### config.mk
export PLATFORM = sky130hd
export DESIGN_NAME = mem_bist_sweep
export DESIGN_NICKNAME = d
export VERILOG_FILES = /design/src/rtl/mem_bist_sweep.sv
export SDC_FILE = /design/constraint.sdc
export NUM_CORES = 1
export LEC_CHECK = 0
export BUFFER_PORTS_ARGS = -buffer_cell sky130_fd_sc_hd__buf_2
export CELL_PAD_IN_SITES_DETAIL_PLACEMENT = 1
export CELL_PAD_IN_SITES_GLOBAL_PLACEMENT = 1
export CORE_MARGIN = 2
export CORE_UTILIZATION = 38
export CTS_CLUSTER_DIAMETER = 80
export DETAILED_ROUTE_END_ITERATION = 8
export PLACE_DENSITY_LB_ADDON = 0.1
export SLEW_MARGIN = 20
export SYNTH_ARGS = -nofsm -noshare
export SYNTH_HDL_FRONTEND = slang
export SYNTH_SLANG_ARGS = --single-unit
### constraint.sdc
create_clock -name clk -period 3.5 [get_ports clk]
set_input_delay 0.7 -clock clk [delete_from_list [all_inputs] [get_ports clk]]
set_output_delay 0.7 -clock clk [all_outputs]
set_load 0.05 [all_outputs]
### src/rtl/mem_bist_sweep.sv
// BIST sequencer for a 4096x18 SDP RAM: non-destructive scrub/checksum or fill+verify with mismatch count.
// done at start+4098 (scrub) / start+8195 (fill+verify); no backpressure, start ignored while busy.
module mem_bist_sweep #(
  parameter int WID_MEM   = 18,
  parameter int DEPTH_MEM = 4096,
  parameter int ADDR_W    = 12
) (
  input  logic               clk,
  input  logic               reset,
  input  logic               start,
  input  logic               mode,
  input  logic [WID_MEM-1:0] seed,
  input  logic [31:0]        exp_sum,
  output logic [ADDR_W-1:0]  mem_raddr,
  output logic [ADDR_W-1:0]  mem_waddr,
  output logic [WID_MEM-1:0] mem_din,
  input  logic [WID_MEM-1:0] mem_dout,
  output logic               busy,
  output logic               done,
  output logic               pass,
  output logic [ADDR_W:0]    err_count,
  output logic [31:0]        checksum
);

  typedef enum logic [2:0] {
    S_IDLE,
    S_FILL,
    S_SETTLE,
    S_READ,
    S_DRAIN,
    S_DONE
  } state_t;

  typedef struct packed {
    logic               mode;
    logic [WID_MEM-1:0] seed;
    logic [31:0]        exp_sum;
  } cfg_t;

  localparam logic [ADDR_W-1:0] LAST = ADDR_W'(DEPTH_MEM - 1);

  state_t              state_q, state_d;
  cfg_t                cfg_q, cfg_d;
  logic [ADDR_W-1:0]   raddr_q, raddr_d;
  logic [ADDR_W-1:0]   waddr_q, waddr_d;
  logic [WID_MEM-1:0]  din_q, din_d;
  logic                fill_wr_q, fill_wr_d;
  logic                chk_vld_q, chk_vld_d;
  logic [ADDR_W-1:0]   chk_addr_q, chk_addr_d;
  logic                busy_q, busy_d;
  logic                done_q, done_d;
  logic                pass_q, pass_d;
  logic [ADDR_W:0]     err_q, err_d;
  logic [31:0]         sum_q, sum_d;

  always_comb begin
    state_d    = state_q;
    cfg_d      = cfg_q;
    raddr_d    = raddr_q;
    waddr_d    = raddr_q;
    din_d      = din_q;
    fill_wr_d  = 1'b0;
    chk_vld_d  = (state_q == S_READ);
    chk_addr_d = raddr_q;
    pass_d     = pass_q;
    err_d      = err_q;
    sum_d      = sum_q;

    // dout carries the word addressed one cycle earlier during READ
    if (chk_vld_q) begin
      if (!cfg_q.mode) begin
        sum_d = sum_q + 32'(mem_dout);
      end else if (mem_dout != (cfg_q.seed + WID_MEM'(chk_addr_q))) begin
        err_d = err_q + 1'b1;
      end
    end

    case (state_q)
      S_IDLE: begin
        raddr_d = '0;
        if (start) begin
          cfg_d  = {mode, seed, exp_sum};
          sum_d  = '0;
          err_d  = '0;
          pass_d = 1'b0;
          if (mode) begin
            state_d   = S_FILL;
            waddr_d   = '0;
            din_d     = seed;
            fill_wr_d = 1'b1;
          end else begin
            state_d = S_READ;
          end
        end
      end
      S_FILL: begin
        fill_wr_d = 1'b1;
        if (raddr_q == LAST) begin
          state_d = S_SETTLE;
          waddr_d = LAST;
        end else begin
          raddr_d = raddr_q + 1'b1;
          waddr_d = raddr_q + 1'b1;
          din_d   = din_q + 1'b1;
        end
      end
      S_SETTLE: begin
        state_d = S_READ;
        raddr_d = '0;
      end
      S_READ: begin
        if (raddr_q == LAST) begin
          state_d = S_DRAIN;
        end else begin
          raddr_d = raddr_q + 1'b1;
        end
      end
      S_DRAIN: begin
        state_d = S_DONE;
        raddr_d = '0;
        pass_d  = cfg_q.mode ? (err_d == '0) : (sum_d == cfg_q.exp_sum);
      end
      S_DONE: begin
        state_d = S_IDLE;
        raddr_d = '0;
      end
      default: begin
        state_d = S_IDLE;
        raddr_d = '0;
      end
    endcase

    busy_d = (state_d != S_IDLE);
    done_d = (state_d == S_DONE);
  end

  always_ff @(posedge clk) begin
    if (reset) begin
      state_q    <= S_IDLE;
      cfg_q      <= '0;
      raddr_q    <= '0;
      waddr_q    <= '0;
      din_q      <= '0;
      fill_wr_q  <= 1'b0;
      chk_vld_q  <= 1'b0;
      chk_addr_q <= '0;
      busy_q     <= 1'b0;
      done_q     <= 1'b0;
      pass_q     <= 1'b0;
      err_q      <= '0;
      sum_q      <= '0;
    end else begin
      state_q    <= state_d;
      cfg_q      <= cfg_d;
      raddr_q    <= raddr_d;
      waddr_q    <= waddr_d;
      din_q      <= din_d;
      fill_wr_q  <= fill_wr_d;
      chk_vld_q  <= chk_vld_d;
      chk_addr_q <= chk_addr_d;
      busy_q     <= busy_d;
      done_q     <= done_d;
      pass_q     <= pass_d;
      err_q      <= err_d;
      sum_q      <= sum_d;
    end
  end

  // RAM writes every cycle: outside the fill, echo the word just read back to its address
  assign mem_din   = (fill_wr_q && !reset) ? din_q : mem_dout;
  assign mem_raddr = raddr_q;
  assign mem_waddr = waddr_q;
  assign busy      = busy_q;
  assign done      = done_q;
  assign pass      = pass_q;
  assign err_count = err_q;
  assign checksum  = sum_q;

endmodule

==> metrics.txt <==
Req. time, crit path 3.85 ns; Worst setup SP type input port; # diodes 0; H-Tree Depth 4; via count roughly 10,000; hold endpoint cfg_q[35]$_SDFFE_PP0P_; Post-Syn Area approximately 9700 um^2; CTS root buffer clkbuf_16; layout cells sized above 1 29.1%; CTS buffer count 17; clk buf depth 2; vias in the first global route 10,053; DRC Markers 0; TritonCTS Sinks 158; hold path startpoint cfg_q[35]$_SDFFE_PP0P_; final clock skew between 0.01 and 0.015 ns; CTS tree yes; Yosys reg bits between 150 and 200; Max Fclk between 200 and 300 MHz; RSZ-0062 raised after global routing yes; Post-synth ARST share 0%; Sequential cell area around 3200 um^2; DP Wirelength around 27 mm; Post-synth EDFFs 0; Final Cell Area between 10,000 and 15,000 um^2; Synth cell types a little over 80; Reg2Reg Setup Slack 0.05 ns; initial DRC count roughly 700; Leakage roughly 5.3 nW; VDD IR max ~0.28 mV; Main synth FF type dfxtp_1; IO Count approximately 160; dpl cells between 1,500 and 2,000; fraction of the mapped netlist area in simple logic gates 24.5%; Final nets about 1,600; Tmin final 3.49 ns; # port buffers between 150 and 200; Critical R2R Launch checksum[0]$_SDFF_PP0_; area of the multi-input gates 6370 um^2; mux cell area share after synthesis 3.53%; cell with the largest stage delay on the worst path a311oi_1; Layout fillers roughly 3,100; GP Congestion between 0.8 and 0.9; core area 25,100 um^2; Synth Area in XOR/XNOR between 10% and 20%; Initial Util between 30% and 40%; Worst Hold Depth 2; total grt overflow 0; full die area roughly 27,000 um^2; Critical path buffers and inverters 4; Chip Height between 150 and 200 um; Mapped Cells about 1,200; average wire per standard cell around 20 um; Worst path max stage delay between 0.4 and 0.5 ns; overall die width roughly 160 um; Worst Hold Class flip-flop to flip-flop; sequential area share after synthesis about a third; largest net degree at the start of global routing 52; Setup crit end kind flip-flop; Mapped Avg Cell Area around 8 um^2; Worst-Margin Slew ~0.9 ns; warnings from Yosys 0; reg-to-reg endpoint pass$_SDFFE_PP0P_; Global Route Usage Sum 27.0%; CTS Hold Bufs 0; largest family of logic cells by synthesized area simple AND/OR/NAND/NOR gates; Placed Instance Area roughly 12,000 um^2; CP Depth 16; Final Max Slew Viols 0; status finished clean; CP arrival about 3.9 ns; Synthesized Nets 1,309; Routed WL between 30 and 40 mm; Area growth, synth to finish 30.4%; largest fanout on the critical path 5; drt pass-1 iters 5; power density over the cells 371 nW/um^2; first-pass GRT wire length around 56 mm; Via density roughly 5.5; Clock Pin Slew Worst Setup and Hold Paths roughly 0.070 ns; Layout Cells excl Fill approximately 1,800; DRT antenna net count 0; cell count of the worst reg-to-reg path 15; num rows slightly below 60; Post-Synth Adder-Cell Area under 10%; Clock Latency Late Sink 0.44 ns; Final Hold Vio Count 0; worst setup path category input port to flip-flop; Top Family by Delay on Critical Path simple AND/OR/NAND/NOR gates; crit share post-route ~100%; initial antenna violation count 0; max cap viols 0; Slew HR between 40 and 50%; Compound-Gate Fraction of Synth Area between 20% and 30%; CP most frequent cell buf_4; final setup fails 0; crit-path cells buf_2, ha_1, nand4_1, nor4_1, buf_4, a22oi_2, buf_4, a211oi_1, buf_4, xnor2_1, o22ai_1, a311oi_1, nand4_1, nor4_2, nor2_2, o31ai_2
## kinds of logic (layout without fill, tap and decap cells)
group,Yosys count,after routing
flip-flops,158,158
AND/OR/NAND/NOR,485,485
XOR/XNOR,103,103
AO/OA/AOI/OAI,307,307
multiplexers,32,32
adder cells (fa/ha/maj),35,35
buffers and inverters,82,367
## sequential cells by signal, summed over array words and instances, names as in the netlist
signal / cells
done: 1
mem_raddr: 12
err_count: 13
mem_waddr: 12
pass: 1
chk_addr_q: 12
busy: 1
din_q: 18
chk_vld_q: 1
cfg_q: 51
state_q: 3
checksum: 32
fill_wr_q: 1
## worst max-delay path by stage
| stage | startpoint | to | slack [ns] |
|---|---|---|---|
| after global placement | mem_dout[0] | pass$_SDFFE_PP0P_ | -0.62 |
| after detailed placement | mem_dout[0] | pass$_SDFFE_PP0P_ | -0.72 |
| final | mem_dout[16] | pass$_SDFFE_PP0P_ | 0.006 |
| after floorplan | mem_dout[0] | pass$_SDFFE_PP0P_ | 0.02 |
| after global routing | mem_dout[16] | pass$_SDFFE_PP0P_ | -0.07 |
| after CTS | mem_dout[0] | pass$_SDFFE_PP0P_ | 0.002 |
## through the flow
stage / TNS (ns) / hold slack, ns / total power [mW] / setup slack [ns] / utilization [%]
2_1_floorplan: 0 / 0.437 / 2.45 / 0.0154 / -
3_3_place_gp: -0.622 / 0.448 / 2.75 / -0.622 / 47.1
3_5_place_dp: -0.715 / 0.459 / 2.76 / -0.715 / 47.1
4_1_cts: 0 / 0.472 / 4.73 / 0.00241 / 50.0
5_1_grt: -0.0807 / 0.488 / 4.90 / -0.0678 / 50.4
6_report: 0 / 0.467 / 4.70 / 0.00643 / 50.4
## power breakdown
group          internal, mW  total [mW]  leakage, nW  switching [mW]
clock network         0.977        1.95        0.294           0.978
logic                 0.316       0.804         3.72           0.488
registers              1.86        1.94         1.28          0.0782
total                  3.16        4.70         5.30            1.54
## layout make-up
type	count	area share, %
Clock buffer	17	3.36
Clock inverter	15	1.48
Inverter	15	0.445
Multi-Input combinational cell	962	50.4
Sequential cell	158	25.0
Tap cell	330	3.26
Timing Repair Buffer	320	16.1
## worst register-to-register path, stage by stage, from the launching register on
cell and delay [ns]:
dfxtp_1 0.37, ha_4 0.19, fa_2 0.39, a21o_1 0.22, a221o_1 0.34, a22oi_2 0.19, buf_4 0.14, a211oi_1 0.08
buf_4 0.16, xnor2_1 0.18, o22ai_1 0.13, a311oi_1 0.41, nand4_1 0.18, nor4_2 0.22, nor2_2 0.11, o31ai_2 0.07
## routing by layer
layer  part of all wire (%)  vias to the layer above  routed length, um  track usage, %
met4                    2.3                        0                826            7.54
li1                       -                     4868                  -               -
met1                     49                     4903              17600            37.5
met3                    3.5                       36               1260            3.43
met2                     46                      235              16600            44.0
met5                      0                        -                  0               0
## cell usage after synthesis (all sizes together), types with 11 or more instances
library cell | number | area (um^2)
a211oi | 25 | 203
a21o | 12 | 90.1
a21oi | 121 | 609
a22o | 11 | 96.3
and2 | 12 | 78.8
and3 | 26 | 166
clkbuf | 61 | 319
dfxtp | 158 | 3160
ha | 33 | 413
inv | 15 | 56.3
mux2 | 18 | 203
mux2i | 14 | 140
nand2 | 207 | 777
nand3 | 36 | 180
nand4 | 16 | 100
nor2 | 81 | 304
nor2b | 20 | 125
nor3 | 20 | 100
o21ai | 43 | 215
o22ai | 14 | 87.6
xnor2 | 69 | 604
xor2 | 29 | 254
## cells in the final DEF (no fill, tap or decap), types with 6 or more instances in the layout
cell type / n
buf_4: 157
buf_2: 160
xor2_1: 29
and4bb_2: 6
mux2_2: 18
a22o_1: 11
nor4_1: 7
nor2_1: 79
nand2_1: 207
inv_1: 15
mux2i_1: 14
a21o_1: 12
xnor2_1: 68
ha_1: 30
nand2b_1: 8
nor3_1: 17
nand4_1: 16
o21ai_0: 42
a311oi_1: 6
a21oi_1: 119
or3_1: 7
a31oi_1: 8
nor2b_1: 20
o22ai_1: 14
and3_1: 22
nand3b_1: 7
clkbuf_16: 17
nand3_1: 36
a211oi_1: 21
and2_1: 8
dfxtp_1: 157
## what timing repair did
item                                    4_1_cts  5_1_grt
endpoints found under the setup margin        3       10
setup buffers                                 3        0
pin swaps                                    10       15
resized for setup                            21       20
No activity file was read; power rests on OpenSTA's default activity.
